File: config.mk
export PLATFORM = sky130hd
export DESIGN_NAME = mac_result_drain
export DESIGN_NICKNAME = d
export VERILOG_FILES = /design/src/rtl/mac_result_drain.sv
export SDC_FILE = /design/constraint.sdc
export NUM_CORES = 1
export LEC_CHECK = 0
export BUFFER_PORTS_ARGS = -buffer_cell sky130_fd_sc_hd__clkbuf_2
export CAP_MARGIN = 20
export CORE_ASPECT_RATIO = 0.75
export CORE_MARGIN = 2
export CORE_UTILIZATION = 50
export CTS_BUF_LIST = sky130_fd_sc_hd__clkbuf_8
export DETAILED_ROUTE_END_ITERATION = 6
export PLACE_DENSITY = 0.73
export SLEW_MARGIN = 10
export SYNTH_ARGS = -nofsm -noshare
export SYNTH_HDL_FRONTEND = slang
export SYNTH_SLANG_ARGS = --single-unit
File: constraint.sdc
create_clock -name clk -period 15.6 [get_ports clk]
set_clock_uncertainty 0.1 [all_clocks]
set_input_delay 0.78 -clock clk [delete_from_list [all_inputs] [get_ports clk]]
set_output_delay 0.78 -clock clk [all_outputs]
set_load 0.01 [all_outputs]
File: src/rtl/mac_result_drain.sv
// mac_result_drain
//
// Read side of the MAC accumulator's four result lanes. A snapshot request
// copies the four lane values plus the active mode and lane mask into shadow
// registers, then streams the enabled lanes out one word per handshake so the
// accumulators are free to keep running while the results drain.
//
// Ports:
//   clk         clock, rising edge
//   rst         asynchronous active-high reset
//   mode        width mode (dual / quad, anything else is single)
//   lane_mask   result enable bits, interpreted per mode
//   in0..in3    lane results from the accumulator block
//   snap        capture request, taken when snap && snap_ready
//   snap_ready  high while idle
//   out_data    current word
//   out_idx     lane index of the current word
//   out_last    marks the most significant word of a result
//   out_valid   word valid
//   out_ready   consumer accepts the word
//   done        one-cycle pulse once a snapshot has fully drained
module mac_result_drain #(
    parameter int MAC_CONF_WIDTH = 3,
    parameter int MAC_MIN_WIDTH  = 8,
    parameter int MAC_ACC_WIDTH  = 4 * MAC_MIN_WIDTH
) (
    input  logic                        clk,
    input  logic                        rst,
    input  logic [MAC_CONF_WIDTH-2:0]   mode,
    input  logic [3:0]                  lane_mask,
    input  logic [MAC_ACC_WIDTH-1:0]    in0,
    input  logic [MAC_ACC_WIDTH-1:0]    in1,
    input  logic [MAC_ACC_WIDTH-1:0]    in2,
    input  logic [MAC_ACC_WIDTH-1:0]    in3,
    input  logic                        snap,
    output logic                        snap_ready,
    output logic [MAC_ACC_WIDTH-1:0]    out_data,
    output logic [1:0]                  out_idx,
    output logic                        out_last,
    output logic                        out_valid,
    input  logic                        out_ready,
    output logic                        done
);

    localparam int MW = MAC_CONF_WIDTH - 1;

    // Mode encodings shared with the accumulator block's constant header.
    localparam logic [MW-1:0] MODE_DUAL = MW'(1);
    localparam logic [MW-1:0] MODE_QUAD = MW'(2);

    typedef enum logic [1:0] {
        IDLE  = 2'd0,
        SEND  = 2'd1,
        FLUSH = 2'd2
    } state_t;

    state_t                     state;
    logic [MAC_ACC_WIDTH-1:0]   shadow [4];
    logic [MW-1:0]              cap_mode;
    logic [3:0]                 cap_mask;

    logic [MAC_ACC_WIDTH-1:0]   in_arr [4];
    logic [3:0]                 snap_emit;
    logic [3:0]                 snap_last;
    logic [2:0]                 snap_first;
    logic [3:0]                 cap_emit;
    logic [3:0]                 cap_last;
    logic [2:0]                 send_next;

    // Expands the mask into the set of lanes that produce words. Pair and
    // quad results are enabled by their lowest mask bit only.
    function automatic logic [3:0] emit_set(input logic [MW-1:0] m, input logic [3:0] k);
        logic [3:0] e;
        case (m)
            MODE_DUAL: e = {k[2], k[2], k[0], k[0]};
            MODE_QUAD: e = {4{k[0]}};
            default:   e = k;
        endcase
        return e;
    endfunction

    // Lanes that carry the most significant word of a result.
    function automatic logic [3:0] last_set(input logic [MW-1:0] m);
        logic [3:0] l;
        case (m)
            MODE_DUAL: l = 4'b1010;
            MODE_QUAD: l = 4'b1000;
            default:   l = 4'b1111;
        endcase
        return l;
    endfunction

    // Lowest enabled lane at or above start; bit 2 of the result flags a hit.
    // start may be 4, meaning no lane can qualify.
    function automatic logic [2:0] find_from(input logic [3:0] set, input logic [2:0] start);
        logic [2:0] r;
        r = 3'b000;
        for (int i = 3; i >= 0; i--) begin
            if (set[i] && (i >= int'(start))) begin
                r = {1'b1, 2'(i)};
            end
        end
        return r;
    endfunction

    assign in_arr[0] = in0;
    assign in_arr[1] = in1;
    assign in_arr[2] = in2;
    assign in_arr[3] = in3;

    // The first word is loaded straight from the live inputs at capture time,
    // since the shadow copy only becomes visible a cycle later. Afterwards the
    // stream walks the captured emit set using the shadow copy only.
    assign snap_emit  = emit_set(mode, lane_mask);
    assign snap_last  = last_set(mode);
    assign snap_first = find_from(snap_emit, 3'd0);
    assign cap_emit   = emit_set(cap_mode, cap_mask);
    assign cap_last   = last_set(cap_mode);
    assign send_next  = find_from(cap_emit, {1'b0, out_idx} + 3'd1);

    assign snap_ready = (state == IDLE);

    // Capture, stream and completion control. All stream outputs are
    // registered; the next word is prepared on the handshake edge so a
    // consumer with out_ready held high sees one word every cycle.
    always_ff @(posedge clk or posedge rst) begin
        if (rst) begin
            state     <= IDLE;
            for (int i = 0; i < 4; i++) begin
                shadow[i] <= '0;
            end
            cap_mode  <= '0;
            cap_mask  <= '0;
            out_data  <= '0;
            out_idx   <= '0;
            out_last  <= 1'b0;
            out_valid <= 1'b0;
            done      <= 1'b0;
        end else begin
            done <= 1'b0;
            case (state)
                IDLE: begin
                    if (snap) begin
                        shadow[0] <= in0;
                        shadow[1] <= in1;
                        shadow[2] <= in2;
                        shadow[3] <= in3;
                        cap_mode  <= mode;
                        cap_mask  <= lane_mask;
                        if (snap_first[2]) begin
                            state     <= SEND;
                            out_valid <= 1'b1;
                            out_idx   <= snap_first[1:0];
                            out_data  <= in_arr[snap_first[1:0]];
                            out_last  <= snap_last[snap_first[1:0]];
                        end else begin
                            // Nothing to emit: the done pulse coincides with
                            // the single flush cycle.
                            state <= FLUSH;
                            done  <= 1'b1;
                        end
                    end
                end
                SEND: begin
                    if (out_ready) begin
                        if (send_next[2]) begin
                            out_idx  <= send_next[1:0];
                            out_data <= shadow[send_next[1:0]];
                            out_last <= cap_last[send_next[1:0]];
                        end else begin
                            state     <= IDLE;
                            out_valid <= 1'b0;
                            out_last  <= 1'b0;
                            done      <= 1'b1;
                        end
                    end
                end
                FLUSH: begin
                    state <= IDLE;
                end
                default: begin
                    state <= IDLE;
                end
            endcase
        end
    end

endmodule
==> out/results.txt, run 1 <==
reg2reg start: cap_mode[0]
largest net degree at the start of global routing: 97
port bufs: 175
clk slew on worst S/H paths: 0.09 ns
headroom to the max-slew limit: 0.223
post-synth top area share: 0.465
startpoint types: flop
worst path arrival time: 4.60 ns
CTS Buf Count: 17
Max FO, Critical Path: 31
CTS resizes: 0
postcts setup bufs: 0
Clock Sinks: 173
die extent in x: 162 um
Worst-Skew Late Latency: 0.46 ns
syn_nets: 1,182
Setup crit end kind: flop
gpl congestion: 0.859
reg2reg end: out_data[17]
met2 WL: 12.1 mm
Synth area leader: dfrtp_1
total gr overflow: 0
Leak: 5.42 nW
crit-path max cell delay: 1.01 ns
Starting Density: 0.507
Synth-to-Final Area Change: 14.4%
WL/cell: 18.9 um
Routed met1 length: 12.4 mm
Final Util: 0.580
n_diodes: 0
outcome: complete, no violations
critical path type: reg -> reg
vias in the first global route: 8,059
Tmin final: 4.41 ns
ranking of synthesized cells by area: dfrtp_1 47%, nand2_1 15%, mux2i_1 7.7%
DRT Pass-1 Iters: 5
Seq/Total Area, Yosys: 0.465
Hold Fails Final Rpt: 0
CTS tree: yes
Synth Cell Area: 0.00931 mm2
Setup crit start: cap_mode[0]
via count: 8,252
CTS Hold Bufs: 0
worst hold margin: 0.353 ns
DR top layer: met4
# setup viols final: 0
FF+latch count, synth: 173
top_reg_cell synth: dfrtp_1
CP Capture Point: out_data[17]
Routed WL: 27.0 mm
post-DR vias/cell: 5.78
Total Nets Final: 1,310
Rows: 43
layout cells sized above 1: 0.225
Final HPWL DP: 17.3 mm
RSZ-0062 raised after global routing: no
mean area per synthesized cell: 8.95 um2
Synth warnings: 0
First DRT Iteration DRCs: 732
io pins: 176
root buf cell: clkbuf_8
reg-to-reg slack, setup: 11.19 ns
number of fill cells: 1,646
Total GRT Usage: 0.279
wire length on met3: 1.94 mm
Yosys cell types: 59
max-slew violation count: 0
cells along the critical path: inv_1 -> ha_1 -> a221o_1 -> nand3_2 -> nand4_2 -> and2_1 -> a31oi_1
CTS Buffer Depth: 2
Core Area: 0.0183 mm2
ANT nets after route: 0
die area: 0.0197 mm2
crit share post-route: 0.283
worst min-delay path category: in -> async
maxcap violations: 0
# DRC: 0
Least-Margin Pin Slew: 1.17 ns
most common cell in the netlist: nand2_1
die height: 122 um
global-route wire length before repair: 42.8 mm
number of synthesized flops with an enable pin: 0
Power Density: 213 mW/mm2
WP data required: 15.79 ns
Peak VDD IR: 0.121 mV
sum of negative setup slack: 0 ns
async set or reset register ratio after synthesis: 1.00
f_max: 0.227 GHz
cells after synthesis: 1,040
Reg2Reg Depth: 7
initial antenna violation count: 0
Post-synth top cells: 365 x nand2_1, 173 x dfrtp_1, 72 x mux2i_1
slowest CP cell: and2_1
H-tree depth: 4
## registers in the layout, summed over array words and instances, names as in the netlist
register / cells
out_data: 32
out_idx: 2
cap_mode: 2
cap_mask: 4
out_valid: 1
out_last: 1
done: 1
shadow: 128
state: 2
## how the worst min path moves through the flow
stage / depth (start not counted) / slack, ns / end / from
6_report: 2 / 0.35 / shadow[116] / rst
3_3_place_gp: 2 / 0.35 / shadow[107] / shadow[107]
4_1_cts: 2 / 0.38 / shadow[32] / shadow[32]
2_1_floorplan: 2 / 0.34 / shadow[32] / shadow[32]
5_1_grt: 2 / 0.40 / shadow[103] / shadow[103]
3_5_place_dp: 2 / 0.36 / shadow[32] / shadow[32]
## stage by stage
stage	cell area [um2]	std cells	worst slack, ns	power (W)
finish	10600	1428	11.19	0.00227
global route	10600	1428	10.95	0.00244
CTS	10600	1426	11.23	0.00226
detailed placement	10200	1394	11.26	0.00194
global placement	10200	1394	11.44	0.00191
floorplan	9310	1040	10.03	0.00164
## placed cells by master, fill, tap and decap left out, types with 2 or more instances in the layout
| cell | count |
|---|---|
| o31ai_1 | 6 |
| a221o_1 | 9 |
| nand2b_1 | 3 |
| o22a_1 | 22 |
| a211oi_1 | 31 |
| nor2b_1 | 7 |
| a221oi_1 | 5 |
| ha_1 | 4 |
| dfrtp_1 | 173 |
| a32o_1 | 4 |
| o211ai_1 | 25 |
| nand3b_1 | 6 |
| o31a_1 | 5 |
| a21boi_0 | 2 |
| a22o_1 | 5 |
| a21o_1 | 2 |
| a211o_1 | 2 |
| clkbuf_8 | 23 |
| clkinvlp_4 | 2 |
| o21bai_1 | 6 |
| nand2_1 | 364 |
| a31oi_1 | 28 |
| clkinv_4 | 3 |
| and2_1 | 2 |
| mux2_2 | 31 |
| o21ai_2 | 2 |
| a21oi_1 | 35 |
| clkbuf_2 | 175 |
| inv_1 | 31 |
| mux2i_1 | 72 |
| nand3_1 | 6 |
| clkinv_2 | 2 |
| nor3_1 | 4 |
| buf_4 | 12 |
| and2b_1 | 2 |
| o32a_1 | 2 |
| nor2_1 | 9 |
| nand4_1 | 4 |
| o21ai_0 | 30 |
## area by class of cell
type | count | area (um2) | area share
Clock buffer | 23 | 317 | 0.0297
Clock inverter | 9 | 85.1 | 0.00799
Inverter | 31 | 121 | 0.0114
Multi-Input combinational cell | 757 | 4510 | 0.423
Sequential cell | 173 | 4330 | 0.407
Tap cell | 247 | 309 | 0.0290
Timing Repair Buffer | 188 | 977 | 0.0918
## where the power goes
group	switching [W]	internal, W	leakage [nW]
combinational	0.000708	0.000457	3.09
clock	0.000167	0.000152	0.205
sequential	0.000123	0.000666	2.12
## worst max-delay path: cells and delay by family (launching register included)
| family | cells | cell delay, ns |
|---|---|---|
| fa+ha+maj | 1 | 0.42 |
| buf+inv | 1 | 0.06 |
| simple gates | 3 | 2.71 |
| flops | 1 | 0.37 |
| compound gates | 2 | 0.56 |
## kinds of logic (layout without fill, tap and decap cells)
| kind of cell | Yosys count | in the layout | synth area share |
|---|---|---|---|
| and+or+nand+nor | 416 | 416 | 0.180 |
| AOI/OAI and AO/OA | 234 | 234 | 0.181 |
| DFF | 173 | 173 | 0.465 |
| buffers and inverters | 110 | 251 | 0.0532 |
| muxes | 103 | 103 | 0.115 |
| adders and majority gates | 4 | 4 | 0.00538 |
## metal layers
metal,track usage,vias to the layer above
met1,0.407,3974
met4,0.0820,0
met3,0.0494,47
li1,-,3852
met2,0.430,379
met5,0,-
No activity file was read; power rests on OpenSTA's default activity.
==> run 2: changes to the inputs <==
- PLACE_DENSITY: 0.73 -> 0.76
- clock period: 15.6 -> 3.87 ns (I/O delays scaled with it)
==> out/results.txt, run 2 (same netlist as run 1, synthesis figures left out) <==
outcome: complete, no violations
Core Area: 0.0183 mm2 (unchanged)
Power Density: 797 mW/mm2 (+270%)
root buf cell: clkbuf_8
critical path type: reg -> reg
CTS resizes: 0 (unchanged)
CTS Buffer Depth: 2 (unchanged)
hold wc startpoint: lane_mask[1]
die height: 122 um (unchanged)
max-slew violation count: 0 (unchanged)
CTS Buf Count: 17 (unchanged)
commonest non-fill, non-tap cell in the layout: nand2_1
die area: 0.0197 mm2 (unchanged)
largest registers: shadow (128), out_data (32), cap_mask (4)
CTS Hold Bufs: 134 (+134)
postcts setup bufs: 0 (unchanged)
worst min-delay path category: in -> reg
clk slew on worst S/H paths: 0.10 ns (about the same)
met2 WL: 14.1 mm (+17%)
Setup crit start: cap_mode[0]
Total Nets Final: 1,455 (+11%)
placed cell area: 0.0103 mm2 (+1.2%)
Rows: 43 (unchanged)
n_diodes: 0 (unchanged)
layout cells sized above 1: 0.210 (-0.0156)
# DRC: 0 (unchanged)
# setup viols final: 0 (unchanged)
Hold Fails Final Rpt: 0 (unchanged)
Clock Sinks: 173 (unchanged)
max FFs per register: 128 (unchanged)
most frequent cells in the layout: 364 x nand2_1, 175 x clkbuf_2, 173 x dfrtp_1
die extent in x: 162 um (unchanged)
Starting Density: 0.507 (unchanged)
f_max: 0.305 GHz (+35%)
Most flops, register: shadow
global-route wire length before repair: 47.9 mm (+12%)
RSZ-0062 raised after global routing: no
io pins: 176 (unchanged)
DRT Pass-1 Iters: 5 (unchanged)
headroom to the max-slew limit: 0.411 (+0.188)
Tmin final: 3.28 ns (-1.14 ns)
reg-to-reg slack, setup: 0.59 ns (-10.59 ns)
ANT nets after route: 0 (unchanged)
worst hold path depth: 3
port bufs: 175 (unchanged)
startpoint types: flop
Least-Margin Pin Slew: 0.882 ns (-0.283 ns)
H-tree depth: 4 (unchanged)
maxcap violations: 0 (unchanged)
post-DR vias/cell: 5.79 (+0.24%)
Setup crit end kind: flop
sum of negative setup slack: 0 ns (unchanged)
vias in the first global route: 9,142 (+13%)
First DRT Iteration DRCs: 873 (+19%)
WL/cell: 19.2 um (+1.5%)
number of fill cells: 1,471 (-11%)
WP data required: 4.15 ns (-11.64 ns)
Synth-to-Final Area Change: 31.1%
worst path arrival time: 3.55 ns (-1.05 ns)
CTS tree: yes
largest net degree at the start of global routing: 122 (+26%)
total power: 0.00972 W (+330%)
Reg2Reg Depth: 8 (+1)
worst hold margin: 0.0250 ns (-0.328 ns)
initial antenna violation count: 0 (unchanged)
Worst-Skew Late Latency: 0.47 ns (about the same)
total gr overflow: 0 (unchanged)
via count: 9,112 (+10%)
wire length on met3: 2.66 mm (+37%)
Leak: 6.08 nW (+12%)
Routed met1 length: 12.7 mm (+1.9%)
Peak VDD IR: 0.396 mV (+230%)
Routed WL: 30.2 mm (+12%)
DR top layer: met4
gpl congestion: 0.867 (+0.90%)
Final HPWL DP: 18.2 mm (+4.9%)
post-route cell area: 0.0122 mm2 (+15%)
crit share post-route: 0.846 (+0.564)
reg2reg start: cap_mode[0]
Max FO, Critical Path: 24 (-23%)
Total GRT Usage: 0.310 (+0.0305)
sink of the worst hold path: cap_mask[1]
reg2reg end: out_data[2]
## run 2: cell count changes in the layout (fill, tap and decap cells not counted), moves of 3 or more
cell,delta
dlygate4sd3_1,+134
bufinv_16,+3
buf_12,+3
inv_6,+5
clkbuf_8,-6
buf_4,+7
inv_8,+3
## run 2: through the flow
step	setup WS (ns)	cells	utilization
final	0.594	1573	0.665
after global routing	0.441	1573	0.665
after CTS	0.654	1571	0.662
after detailed placement	0.746	1405	0.564
after global placement	0.802	1405	0.564
after floorplan	1.37	1040	-
## run 2: final cells by class
class / instances / area, um2 / share of cell area
tap: 247 / 309 / 0.0253
sequential: 173 / 4330 / 0.355
multi-input combinational: 757 / 4510 / 0.370
clock inverter: 15 / 223 / 0.0183
timing repair buffer: 333 / 2470 / 0.203
clock buffer: 17 / 234 / 0.0192
inverter: 31 / 120 / 0.00985
## run 2: worst max-delay path, stage by stage (launching register included)
cell      delay (ns)
dfrtp_1         0.36
inv_1           0.06
ha_1            0.43
inv_1           0.15
a2111o_2        0.75
nand2_1         0.56
buf_4           0.33
o211ai_1        0.15
a31oi_1         0.27
## run 2: layer usage
metal / vias up / GRT usage
li1: 4147 / -
met3: 68 / 0.0691
met4: 0 / 0.113
met1: 4408 / 0.416
met5: - / 0
met2: 489 / 0.497
## run 2: worst max-delay path by stage
stage | end | slack, ns | cells after the start
floorplan | cap_mask[0] | 1.37 | 1
global placement | out_data[31] | 0.80 | 8
detailed placement | out_data[31] | 0.75 | 8
CTS | out_data[2] | 0.65 | 8
global route | out_data[31] | 0.44 | 8
finish | out_data[2] | 0.59 | 8
## run 2: report_power, final
part	internal (W)	switching [W]
clock	0.000730	0.000754
combinational	0.00203	0.00300
sequential	0.00268	0.000517
